### config.mk
export PLATFORM = sky130hd
export DESIGN_NAME = rtc_write_seq_flat
export DESIGN_NICKNAME = d
export VERILOG_FILES = /design/src/rtl/rtc_write_seq_if.sv /design/src/rtl/rtc_write_seq.sv /design/src/flat_wrapper.sv
export SDC_FILE = /design/constraint.sdc
export NUM_CORES = 1
export LEC_CHECK = 0
export CORE_UTILIZATION = 49
export CTS_BUF_LIST = sky130_fd_sc_hd__clkbuf_4 sky130_fd_sc_hd__clkbuf_8
export DETAILED_ROUTE_END_ITERATION = 8
export GPL_ROUTABILITY_DRIVEN = 0
export PLACE_DENSITY_LB_ADDON = 0.15
export REMOVE_ABC_BUFFERS = 1
export SLEW_MARGIN = 20
export SYNTH_ARGS = -nofsm -noshare
export SYNTH_HDL_FRONTEND = slang
export SYNTH_SLANG_ARGS = --single-unit
### constraint.sdc
create_clock -name clk -period 2.35 [get_ports clk]
set_clock_uncertainty 0.1 [all_clocks]
set_input_delay 0.3525 -clock clk [delete_from_list [all_inputs] [get_ports clk]]
set_output_delay 0.3525 -clock clk [all_outputs]
set_load 0.01 [all_outputs]
### src/rtl/rtc_write_seq_if.sv
// rtl/rtc_write_seq_if.sv - control-side request and RTC bus signals of the write sequencer
interface rtc_write_seq_if;
    logic       start;
    logic [7:0] reg_addr;
    logic [7:0] wr_data;
    logic [7:0] data_a_RTC;
    logic       bus_oe;
    logic       AD;
    logic       CS;
    logic       RD;
    logic       WR;
    logic       busy;
    logic       done;

    modport master (
        output start, reg_addr, wr_data,
        input  data_a_RTC, bus_oe, AD, CS, RD, WR, busy, done
    );

    modport slave (
        input  start, reg_addr, wr_data,
        output data_a_RTC, bus_oe, AD, CS, RD, WR, busy, done
    );
endinterface

### src/rtl/rtc_write_seq.sv
// rtl/rtc_write_seq.sv - one RTC write: address phase, idle gap, data phase on the muxed AD bus
module rtc_write_seq #(
    parameter int T_SU  = 2,
    parameter int T_PW  = 4,
    parameter int T_H   = 2,
    parameter int T_GAP = 4
) (
    input  logic           clk,
    input  logic           reset,
    rtc_write_seq_if.slave bus
);

    localparam logic [3:0] S_IDLE       = 4'd0;
    localparam logic [3:0] S_ADDR_SETUP = 4'd1;
    localparam logic [3:0] S_ADDR_PULSE = 4'd2;
    localparam logic [3:0] S_ADDR_HOLD  = 4'd3;
    localparam logic [3:0] S_GAP        = 4'd4;
    localparam logic [3:0] S_DATA_SETUP = 4'd5;
    localparam logic [3:0] S_DATA_PULSE = 4'd6;
    localparam logic [3:0] S_DATA_HOLD  = 4'd7;
    localparam logic [3:0] S_DONE       = 4'd8;

    // Counter reload values are duration-1; a zero duration still lasts one cycle.
    localparam logic [7:0] L_SU  = (T_SU  <= 1) ? 8'd0 : 8'(T_SU  - 1);
    localparam logic [7:0] L_PW  = (T_PW  <= 1) ? 8'd0 : 8'(T_PW  - 1);
    localparam logic [7:0] L_H   = (T_H   <= 1) ? 8'd0 : 8'(T_H   - 1);
    localparam logic [7:0] L_GAP = (T_GAP <= 1) ? 8'd0 : 8'(T_GAP - 1);

    logic [3:0] r_state;
    logic [7:0] r_cnt;
    logic [7:0] r_addr;
    logic [7:0] r_data;
    logic [7:0] r_dout;
    logic       r_oe;
    logic       r_ad;
    logic       r_cs;
    logic       r_wr;
    logic       r_busy;
    logic       r_done;

    logic [3:0] w_next_state;
    logic [7:0] w_next_cnt;
    logic       w_accept;
    logic [7:0] w_addr;
    logic [7:0] w_data;
    logic [7:0] w_dout;
    logic       w_oe;
    logic       w_ad;
    logic       w_cs;
    logic       w_wr;
    logic       w_busy;
    logic       w_done;

    always_comb begin
        w_next_state = r_state;
        w_next_cnt   = r_cnt;
        w_accept     = 1'b0;
        case (r_state)
            S_IDLE: begin
                if (bus.start) begin
                    w_next_state = S_ADDR_SETUP;
                    w_next_cnt   = L_SU;
                    w_accept     = 1'b1;
                end
            end
            S_DONE: begin
                w_next_state = S_IDLE;
                w_next_cnt   = 8'd0;
            end
            default: begin
                if (r_cnt != 8'd0) begin
                    w_next_cnt = r_cnt - 8'd1;
                end else begin
                    case (r_state)
                        S_ADDR_SETUP: begin w_next_state = S_ADDR_PULSE; w_next_cnt = L_PW;  end
                        S_ADDR_PULSE: begin w_next_state = S_ADDR_HOLD;  w_next_cnt = L_H;   end
                        S_ADDR_HOLD:  begin w_next_state = S_GAP;        w_next_cnt = L_GAP; end
                        S_GAP:        begin w_next_state = S_DATA_SETUP; w_next_cnt = L_SU;  end
                        S_DATA_SETUP: begin w_next_state = S_DATA_PULSE; w_next_cnt = L_PW;  end
                        S_DATA_PULSE: begin w_next_state = S_DATA_HOLD;  w_next_cnt = L_H;   end
                        S_DATA_HOLD:  begin w_next_state = S_DONE;       w_next_cnt = 8'd0;  end
                        default:      begin w_next_state = S_IDLE;       w_next_cnt = 8'd0;  end
                    endcase
                end
            end
        endcase
    end

    // Outputs are decoded from the next state so they are registered yet change at the entry edge.
    assign w_addr = w_accept ? bus.reg_addr : r_addr;
    assign w_data = w_accept ? bus.wr_data  : r_data;

    always_comb begin
        w_ad   = 1'b1;
        w_cs   = 1'b1;
        w_wr   = 1'b1;
        w_oe   = 1'b0;
        w_dout = 8'h00;
        w_busy = (w_next_state != S_IDLE);
        w_done = (w_next_state == S_DONE);
        case (w_next_state)
            S_ADDR_SETUP, S_ADDR_HOLD: begin
                w_ad = 1'b0; w_cs = 1'b0; w_oe = 1'b1; w_dout = w_addr;
            end
            S_ADDR_PULSE: begin
                w_ad = 1'b0; w_cs = 1'b0; w_oe = 1'b1; w_dout = w_addr; w_wr = 1'b0;
            end
            S_DATA_SETUP, S_DATA_HOLD: begin
                w_cs = 1'b0; w_oe = 1'b1; w_dout = w_data;
            end
            S_DATA_PULSE: begin
                w_cs = 1'b0; w_oe = 1'b1; w_dout = w_data; w_wr = 1'b0;
            end
            default: begin
                w_ad = 1'b1;
            end
        endcase
    end

    always_ff @(posedge clk or posedge reset) begin
        if (reset) begin
            r_state <= S_IDLE;
            r_cnt   <= 8'd0;
            r_addr  <= 8'h00;
            r_data  <= 8'h00;
            r_dout  <= 8'h00;
            r_oe    <= 1'b0;
            r_ad    <= 1'b1;
            r_cs    <= 1'b1;
            r_wr    <= 1'b1;
            r_busy  <= 1'b0;
            r_done  <= 1'b0;
        end else begin
            r_state <= w_next_state;
            r_cnt   <= w_next_cnt;
            if (w_accept) begin
                r_addr <= bus.reg_addr;
                r_data <= bus.wr_data;
            end
            r_dout  <= w_dout;
            r_oe    <= w_oe;
            r_ad    <= w_ad;
            r_cs    <= w_cs;
            r_wr    <= w_wr;
            r_busy  <= w_busy;
            r_done  <= w_done;
        end
    end

    assign bus.data_a_RTC = r_dout;
    assign bus.bus_oe     = r_oe;
    assign bus.AD         = r_ad;
    assign bus.CS         = r_cs;
    assign bus.RD         = 1'b1;
    assign bus.WR         = r_wr;
    assign bus.busy       = r_busy;
    assign bus.done       = r_done;

endmodule

### src/flat_wrapper.sv
// flat-port wrapper written by rule: the top's interface ports become plain ports
module rtc_write_seq_flat 
#(
    parameter int T_SU  = 2,
    parameter int T_PW  = 4,
    parameter int T_H   = 2,
    parameter int T_GAP = 4
)
  (clk, reset, bus_start, bus_reg_addr, bus_wr_data, bus_data_a_RTC, bus_bus_oe, bus_AD, bus_CS, bus_RD, bus_WR, bus_busy, bus_done);
  rtc_write_seq_if bus_i ();
  input  logic clk;
  input  logic reset;
  input wire logic [$bits(bus_i.start)-1:0] bus_start;
  input wire logic [$bits(bus_i.reg_addr)-1:0] bus_reg_addr;
  input wire logic [$bits(bus_i.wr_data)-1:0] bus_wr_data;
  output wire logic [$bits(bus_i.data_a_RTC)-1:0] bus_data_a_RTC;
  output wire logic [$bits(bus_i.bus_oe)-1:0] bus_bus_oe;
  output wire logic [$bits(bus_i.AD)-1:0] bus_AD;
  output wire logic [$bits(bus_i.CS)-1:0] bus_CS;
  output wire logic [$bits(bus_i.RD)-1:0] bus_RD;
  output wire logic [$bits(bus_i.WR)-1:0] bus_WR;
  output wire logic [$bits(bus_i.busy)-1:0] bus_busy;
  output wire logic [$bits(bus_i.done)-1:0] bus_done;
  assign bus_i.start = bus_start;
  assign bus_i.reg_addr = bus_reg_addr;
  assign bus_i.wr_data = bus_wr_data;
  assign bus_data_a_RTC = bus_i.data_a_RTC;
  assign bus_bus_oe = bus_i.bus_oe;
  assign bus_AD = bus_i.AD;
  assign bus_CS = bus_i.CS;
  assign bus_RD = bus_i.RD;
  assign bus_WR = bus_i.WR;
  assign bus_busy = bus_i.busy;
  assign bus_done = bus_i.done;
  rtc_write_seq #(.T_SU(T_SU), .T_PW(T_PW), .T_H(T_H), .T_GAP(T_GAP)) u_core (.clk(clk), .reset(reset), .bus(bus_i));
endmodule
==> results of run 1 <==
-- sequential cells by signal, summed over array words and instances, names as in the netlist --
signal / flops
u_core.r_cnt: 8
u_core.bus.WR: 1
u_core.r_addr: 8
u_core.bus.data_a_RTC: 8
u_core.bus.busy: 1
u_core.r_state: 4
u_core.bus.CS: 1
u_core.bus.bus_oe: 1
u_core.r_data: 8
u_core.bus.AD: 1
u_core.bus.done: 1
-- kinds of logic after synthesis --
logic type               count (synthesis)  share of synthesized area
buffers and inverters                   25                     0.0528
AO/OA/AOI/OAI                           54                      0.198
other                                    1                    0.00188
flip-flops                              42                      0.530
multiplexers                             1                    0.00503
AND/OR/NAND/NOR                         76                      0.199
adder cells (fa/ha/maj)                  2                     0.0126
-- power groups by stage --
stage / clock (mW) / combinational [mW] / sequential (mW)
2_1_floorplan: 0 / 0.0133 / 0.736
3_3_place_gp: 0 / 0.0533 / 0.736
3_5_place_dp: 0 / 0.0551 / 0.736
4_1_cts: 0.592 / 0.0557 / 0.722
5_1_grt: 0.622 / 0.0604 / 0.722
6_report: 0.579 / 0.0545 / 0.722
-- critical path: cells and delay by family (launching register included) --
family	cells	cell delay [ns]
adder cells (fa/ha/maj)	1	0.17
AND/OR/NAND/NOR	2	0.78
buffers and inverters	1	0.11
flip-flops	1	0.39
AO/OA/AOI/OAI	2	0.66
-- how the worst max path moves through the flow --
stage,startpoint,to,cells after the start
floorplan,u_core.r_state[1],u_core.bus.data_a_RTC[7],4
global placement,u_core.r_cnt[1],u_core.bus.data_a_RTC[0],7
detailed placement,u_core.r_cnt[1],u_core.bus.data_a_RTC[0],7
CTS,u_core.r_cnt[1],u_core.bus.data_a_RTC[7],7
global route,u_core.r_cnt[0],u_core.bus.data_a_RTC[5],6
finish,u_core.r_cnt[0],u_core.bus.data_a_RTC[5],6
-- final cells by class --
class	instances	area, um2	area share
Multi-Input combinational cell	134	921	0.352
Tap cell	48	60.1	0.0230
Sequential cell	42	1050	0.404
Timing Repair Buffer	46	425	0.163
Inverter	10	37.5	0.0144
Clock inverter	2	37.5	0.0144
Clock buffer	6	76.3	0.0292
-- per-layer routing --
layer / global-route usage / part of all wire / vias to the layer above
met1: 0.298 / 0.42 / 864
met2: 0.397 / 0.51 / 66
met4: 0.120 / 0.013 / 0
li1: - / - / 807
met3: 0.0573 / 0.055 / 6
met5: 0 / 0 / -
-- timing repair --
action                     in CTS  in global routing
gates resized for setup         3                 17
buffers inserted                0                  1
pin swaps                       0                  1
setup endpoints to repair       4                  8
-- stage by stage --
| step | total power, mW | setup slack (ns) |
|---|---|---|
| after global placement | 0.790 | 0.0683 |
| after detailed placement | 0.792 | -0.171 |
| after global routing | 1.41 | -0.0693 |
| final | 1.36 | 0.0223 |
| after floorplan | 0.750 | -0.983 |
| after CTS | 1.37 | 0.00404 |
-- cell usage in the layout, fill, tap and decap left out, types with 2 or more instances in the layout --
master / netlist / routed
nand3_1: 10 / 10
clkdlybuf4s50_1: 0 / 32
nand3b_1: 2 / 2
dfrtp_1: 39 / 39
o22ai_1: 2 / 2
buf_4: 1 / 14
o21ai_0: 6 / 6
nand2_1: 26 / 26
a2111oi_4: 0 / 3
a311oi_1: 8 / 8
nand4_1: 2 / 2
a2111oi_2: 0 / 4
ha_1: 2 / 2
or3_1: 3 / 3
inv_1: 10 / 9
nor2_1: 9 / 9
and2_1: 2 / 2
and3_1: 8 / 8
nor3_1: 4 / 4
clkbuf_8: 0 / 5
dfstp_2: 3 / 3
a21o_1: 11 / 11
a21oi_1: 8 / 8
==> results.md, run 1 <==
- Hold Worst Slack: 0.379 ns
- Slowest CP cell: or4b_4
- Area post-placement: roughly 2400 um2
- Slew at the pin closest to its max-slew limit: 0.527 ns
- Setup TNS Final: 0 ns
- Synth warnings: 0
- I/O Buffers: 32
- Clock Pin Slew Worst Setup and Hold Paths: about 0.080 ns
- Hold WC Path Type: input port to asynchronous set/reset pin
- Crit end category: flip-flop
- Final routed DRC violation total: 0
- Avg WL per Cell: between 15 and 20 um
- Clock Tree Root: clkbuf_8
- Total GRT Usage: 0.243
- HPWL after detailed placement: around 3200 um
- Share of layout cells above drive strength 1: 0.158
- Final non-filler cell total: approximately 290
- DR vias/cell: ~6.1
- Final nets: 260
- Antenna Diode Count: 0
- Setup Viol. Count Final: 0
- Die area: 4320 um2
- Sw frac: 0.203
- Largest net degree at the start of global routing: 43
- Die W: around 66 um
- Logic pwr share: 0.040
- Syn Inst Count: ~200
- Worst Path Required: between 2 and 2.5 ns
- Initial antenna violation count: 0
- Area share of the largest cell type after synthesis: 0.491
- Fin. max-slew vios: 0
- Ys async rst share: 1.00
- Post-layout min period: approximately 2.3 ns
- Initial core utilization: 0.528
- Crit-path max FO: 10
- Endpoints failing hold: 0
- Cell area power density: 519 nW/um2
- CP Class: flip-flop to flip-flop
- Worst skew pair latency: 0.29 ns
- Pleak: 1.26 nW
- Fmax: 430 MHz
- Total of max-cap violations: 0
- Fillers: approximately 260
- Clock power share: 0.427
- First-pass GRT wire length: around 7600 um
- Top cells by area, synth: dfrtp_1 (49%), nand2_1 (4.9%), a21o_1 (4.2%)
- Top FF cell, synth: dfrtp_1
- Detail Route Antenna Nets: 0
- Final core area utilization: 0.693
- Die height: approximately 66 um
- Sequential share of power: 0.533
- Final Instance Area: approximately 2600 um2
- Post-synthesis cell area: slightly below 2000 um2
- Critical path's largest stage delay: 0.47 ns
- Syn avg cell area: slightly below 10 um2
- CTS tree: yes
- Dominant cell type by area after synthesis: dfrtp_1
- H-tree levels: 2
- Cts hold-fix bufs: 0
- Global route overflow: 0
- CP arrival: between 2 and 2.5 ns
- Commonest cells in the netlist: dfrtp_1 (39), nand2_1 (26), clkbuf_1 (13)
- Sequential fraction of the synthesis area: 0.530
- P_sw: ~280 uW
- Drt initial violations: 101
- Crit path cell chain: inv_1 > ha_1 > or4b_4 > o31a_1 > or2_4 > a311oi_1
- Via count: 1743
- Netlist cell types: between 40 and 50
- Startpoint types: flip-flop
- Clk sinks: between 40 and 50
- P_int: around 1.1 mW
- R2r worst-path depth: 6
- Peak supply drop: ~430 uV
- Status: finished, final reports clean
- Worst reg-to-reg setup slack: between 0.02 and 0.025 ns
- R2R Path End: u_core.bus.data_a_RTC[5]
- Core area: 3770 um2
- Reg-to-reg startpoint: u_core.r_cnt[0]
- Area added between synthesis and finish: 31.3%
- WL final: about 4800 um
- CTS buffer count: 5
- Rel. slew slack: 0.649
- Yosys reg bits: 42
- Number of global-route vias before repair: 1676
- Site Rows: 22
- EDFF count, synth: 0
- # IOs: 34
- Final Cycle Share: 0.991
- Detailed Routing Iterations Pass 1: 4
- Max Buffers Root-to-Sink: 2
- Inst Count DP: 279
- Count leader, synth: dfrtp_1
Power figures use the tool's default switching activity.
==> inputs of run 2 (changes only) <==
--- a/config.mk
+++ b/config.mk
@@ -5,7 +5,7 @@
 export SDC_FILE = /design/constraint.sdc
 export NUM_CORES = 1
 export LEC_CHECK = 0
-export CORE_UTILIZATION = 49
+export CORE_UTILIZATION = 45
 export CTS_BUF_LIST = sky130_fd_sc_hd__clkbuf_4 sky130_fd_sc_hd__clkbuf_8
 export DETAILED_ROUTE_END_ITERATION = 8
 export GPL_ROUTABILITY_DRIVEN = 0
==> constraint.sdc (replaced) <==
create_clock -name clk -period 2.6 [get_ports clk]
set_clock_uncertainty 0.1 [all_clocks]
set_input_delay 0.39 -clock clk [delete_from_list [all_inputs] [get_ports clk]]
set_output_delay 0.39 -clock clk [all_outputs]
set_load 0.01 [all_outputs]
==> results.md, run 2 (synthesized netlist as in run 1, its figures left out) <==
- Die height: 68.5 um (was 65.7 um)
- Critical path origin: u_core.r_cnt[0] (unchanged)
- Total GRT Usage: 0.224 (was 0.243)
- Status: finished, final reports clean (unchanged)
- Die area: 4690 um2 (was 4320 um2)
- Post-layout min period: 2.42 ns (was 2.33 ns)
- Overall Power: 1.14 mW (was 1.36 mW)
- Post-CTS Setup Bufs: 0 (unchanged)
- Final nets: 258 (was 260)
- Commonest cells after routing, fill and taps aside: dfrtp_1 (39), clkdlybuf4s50_1 (32), nand2_1 (26), buf_4 (12), a21o_1 (11) (was dfrtp_1 (39), clkdlybuf4s50_1 (32), nand2_1 (26), buf_4 (14), a21o_1 (11))
- Clock Pin Slew Worst Setup and Hold Paths: 0.08 ns (about the same)
- Slew at the pin closest to its max-slew limit: 0.525 ns (was 0.527 ns)
- Hold Worst Slack: 0.377 ns (was 0.379 ns)
- Final core area utilization: 0.607 (was 0.693)
- Antenna Diode Count: 0 (unchanged)
- Inst Count DP: 280 (was 279)
- Slowest CP cell: or4b_4 (unchanged)
- Endpoints failing hold: 0 (unchanged)
- Worst skew pair latency: 0.29 ns (about the same)
- Resized Gates After CTS: 0 (was 3)
- HPWL after detailed placement: 3120 um (was 3180 um)
- WL final: 4460 um (was 4770 um)
- Unrepaired setup endpoints after global routing: false
- Worst Path Required: 2.68 ns (was 2.43 ns)
- Largest net degree at the start of global routing: 43 (unchanged)
- Avg WL per Cell: 15.5 um (was 16.6 um)
- First-pass GRT wire length: 7670 um (was 7630 um)
- Peak supply drop: 268 uV (was 427 uV)
- DR vias/cell: 5.66 (was 6.05)
- Cell area power density: 456 nW/um2 (was 519 nW/um2)
- Via count: 1631 (was 1743)
- Number of global-route vias before repair: 1650 (was 1676)
- Drt initial violations: 80 (was 101)
- Fin. max-slew vios: 0 (unchanged)
- Die W: 68.5 um (was 65.7 um)
- CP Class: flip-flop to flip-flop (unchanged)
- Top delay family on crit path: simple AND/OR/NAND/NOR gates (unchanged)
- Worst reg-to-reg setup slack: 0.18 ns (was 0.02 ns)
- R2r worst-path depth: 6 (unchanged)
- Crit path cell chain: inv_1 > ha_1 > or4b_4 > o31a_1 > or2_1 > a311oi_1 (was inv_1 > ha_1 > or4b_4 > o31a_1 > or2_4 > a311oi_1)
- Clock Tree Root: clkbuf_8 (unchanged)
- Max Buffers Root-to-Sink: 2 (unchanged)
- Detail Route Antenna Nets: 0 (unchanged)
- Crit end category: flip-flop (unchanged)
- Final Instance Area: 2500 um2 (was 2610 um2)
- Area added between synthesis and finish: 25.5% (was 31.3%)
- WP buf/inv: 1 (unchanged)
- Rel. slew slack: 0.650 (was 0.649)
- HP Start: u_core.r_addr[1]
- Setup Viol. Count Final: 0 (unchanged)
- Hold WC Path Type: flip-flop to flip-flop (was input port to asynchronous set/reset pin)
- Initial core utilization: 0.483 (was 0.528)
- R2R Path End: u_core.bus.data_a_RTC[0] (was u_core.bus.data_a_RTC[5])
- Cts hold-fix bufs: 0 (unchanged)
- Most common cell after layout, fill and taps aside: dfrtp_1 (unchanged)
- Final routed DRC violation total: 0 (unchanged)
- Fmax: 413 MHz (was 430 MHz)
- Initial antenna violation count: 0 (unchanged)
- Reg-to-reg startpoint: u_core.r_cnt[0] (unchanged)
- Global route overflow: 0 (unchanged)
- Share of layout cells above drive strength 1: 0.113 (was 0.158)
- Crit path to: u_core.bus.data_a_RTC[0] (was u_core.bus.data_a_RTC[5])
- Startpoint types: flip-flop (unchanged)
- I/O Buffers: 32 (unchanged)
- Pre-CTS setup slack: 0.229 ns (was -0.171 ns)
- Final non-filler cell total: 288 (unchanged)
- CP arrival: 2.50 ns (was 2.41 ns)
- H-tree levels: 2 (unchanged)
- Number of cells on the critical path: 6 (unchanged)
- Worst Slack Setup Final: 0.181 ns (was 0.0223 ns)
- Setup TNS Final: 0 ns (unchanged)
- # IOs: 34 (unchanged)
- Critical path's largest stage delay: 0.47 ns (about the same)
- Clk sinks: 42 (unchanged)
- Site Rows: 23 (was 22)
- Crit-path max FO: 10 (unchanged)
- Final Cycle Share: 0.931 (was 0.991)
- Total of max-cap violations: 0 (unchanged)
- CTS tree: yes (unchanged)
- CTS buffer count: 5 (unchanged)
- Detailed Routing Iterations Pass 1: 4 (unchanged)
- Core area: 4120 um2 (was 3770 um2)
- Pleak: 1.22 nW (was 1.26 nW)
- Area post-placement: 2400 um2 (was 2410 um2)
run 2: layout make-up:
class	count	area [um2]
clock buffer	6	82.6
sequential	42	1050
multi-input combinational	134	836
timing repair buffer	44	410
tap	50	62.6
inverter	10	37.5
fill	347	1620
clock inverter	2	12.5
run 2: metal layers:
| metal | track usage | vias to the layer above | routed length [um] |
|---|---|---|---|
| li1 | - | 803 | - |
| met1 | 0.287 | 795 | 2070 |
| met2 | 0.375 | 26 | 2190 |
| met3 | 0.0428 | 7 | 132 |
| met4 | 0.0807 | 0 | 57 |
| met5 | 0 | - | 0 |
run 2: worst min path at each step:
stage / to / slack (ns) / cells after the start
after floorplan: u_core.r_data[7] / 0.34 / 2
after global placement: u_core.r_data[4] / 0.35 / 2
after detailed placement: u_core.r_data[7] / 0.36 / 2
after CTS: u_core.r_data[7] / 0.38 / 2
after global routing: u_core.r_addr[4] / 0.40 / 1
final: u_core.r_addr[1] / 0.38 / 1
run 2: power by group:
part | switching [mW] | internal [mW]
registers | 0 | 0.653
logic | 0.0221 | 0.0275
clock network | 0.221 | 0.213
total | 0.243 | 0.894
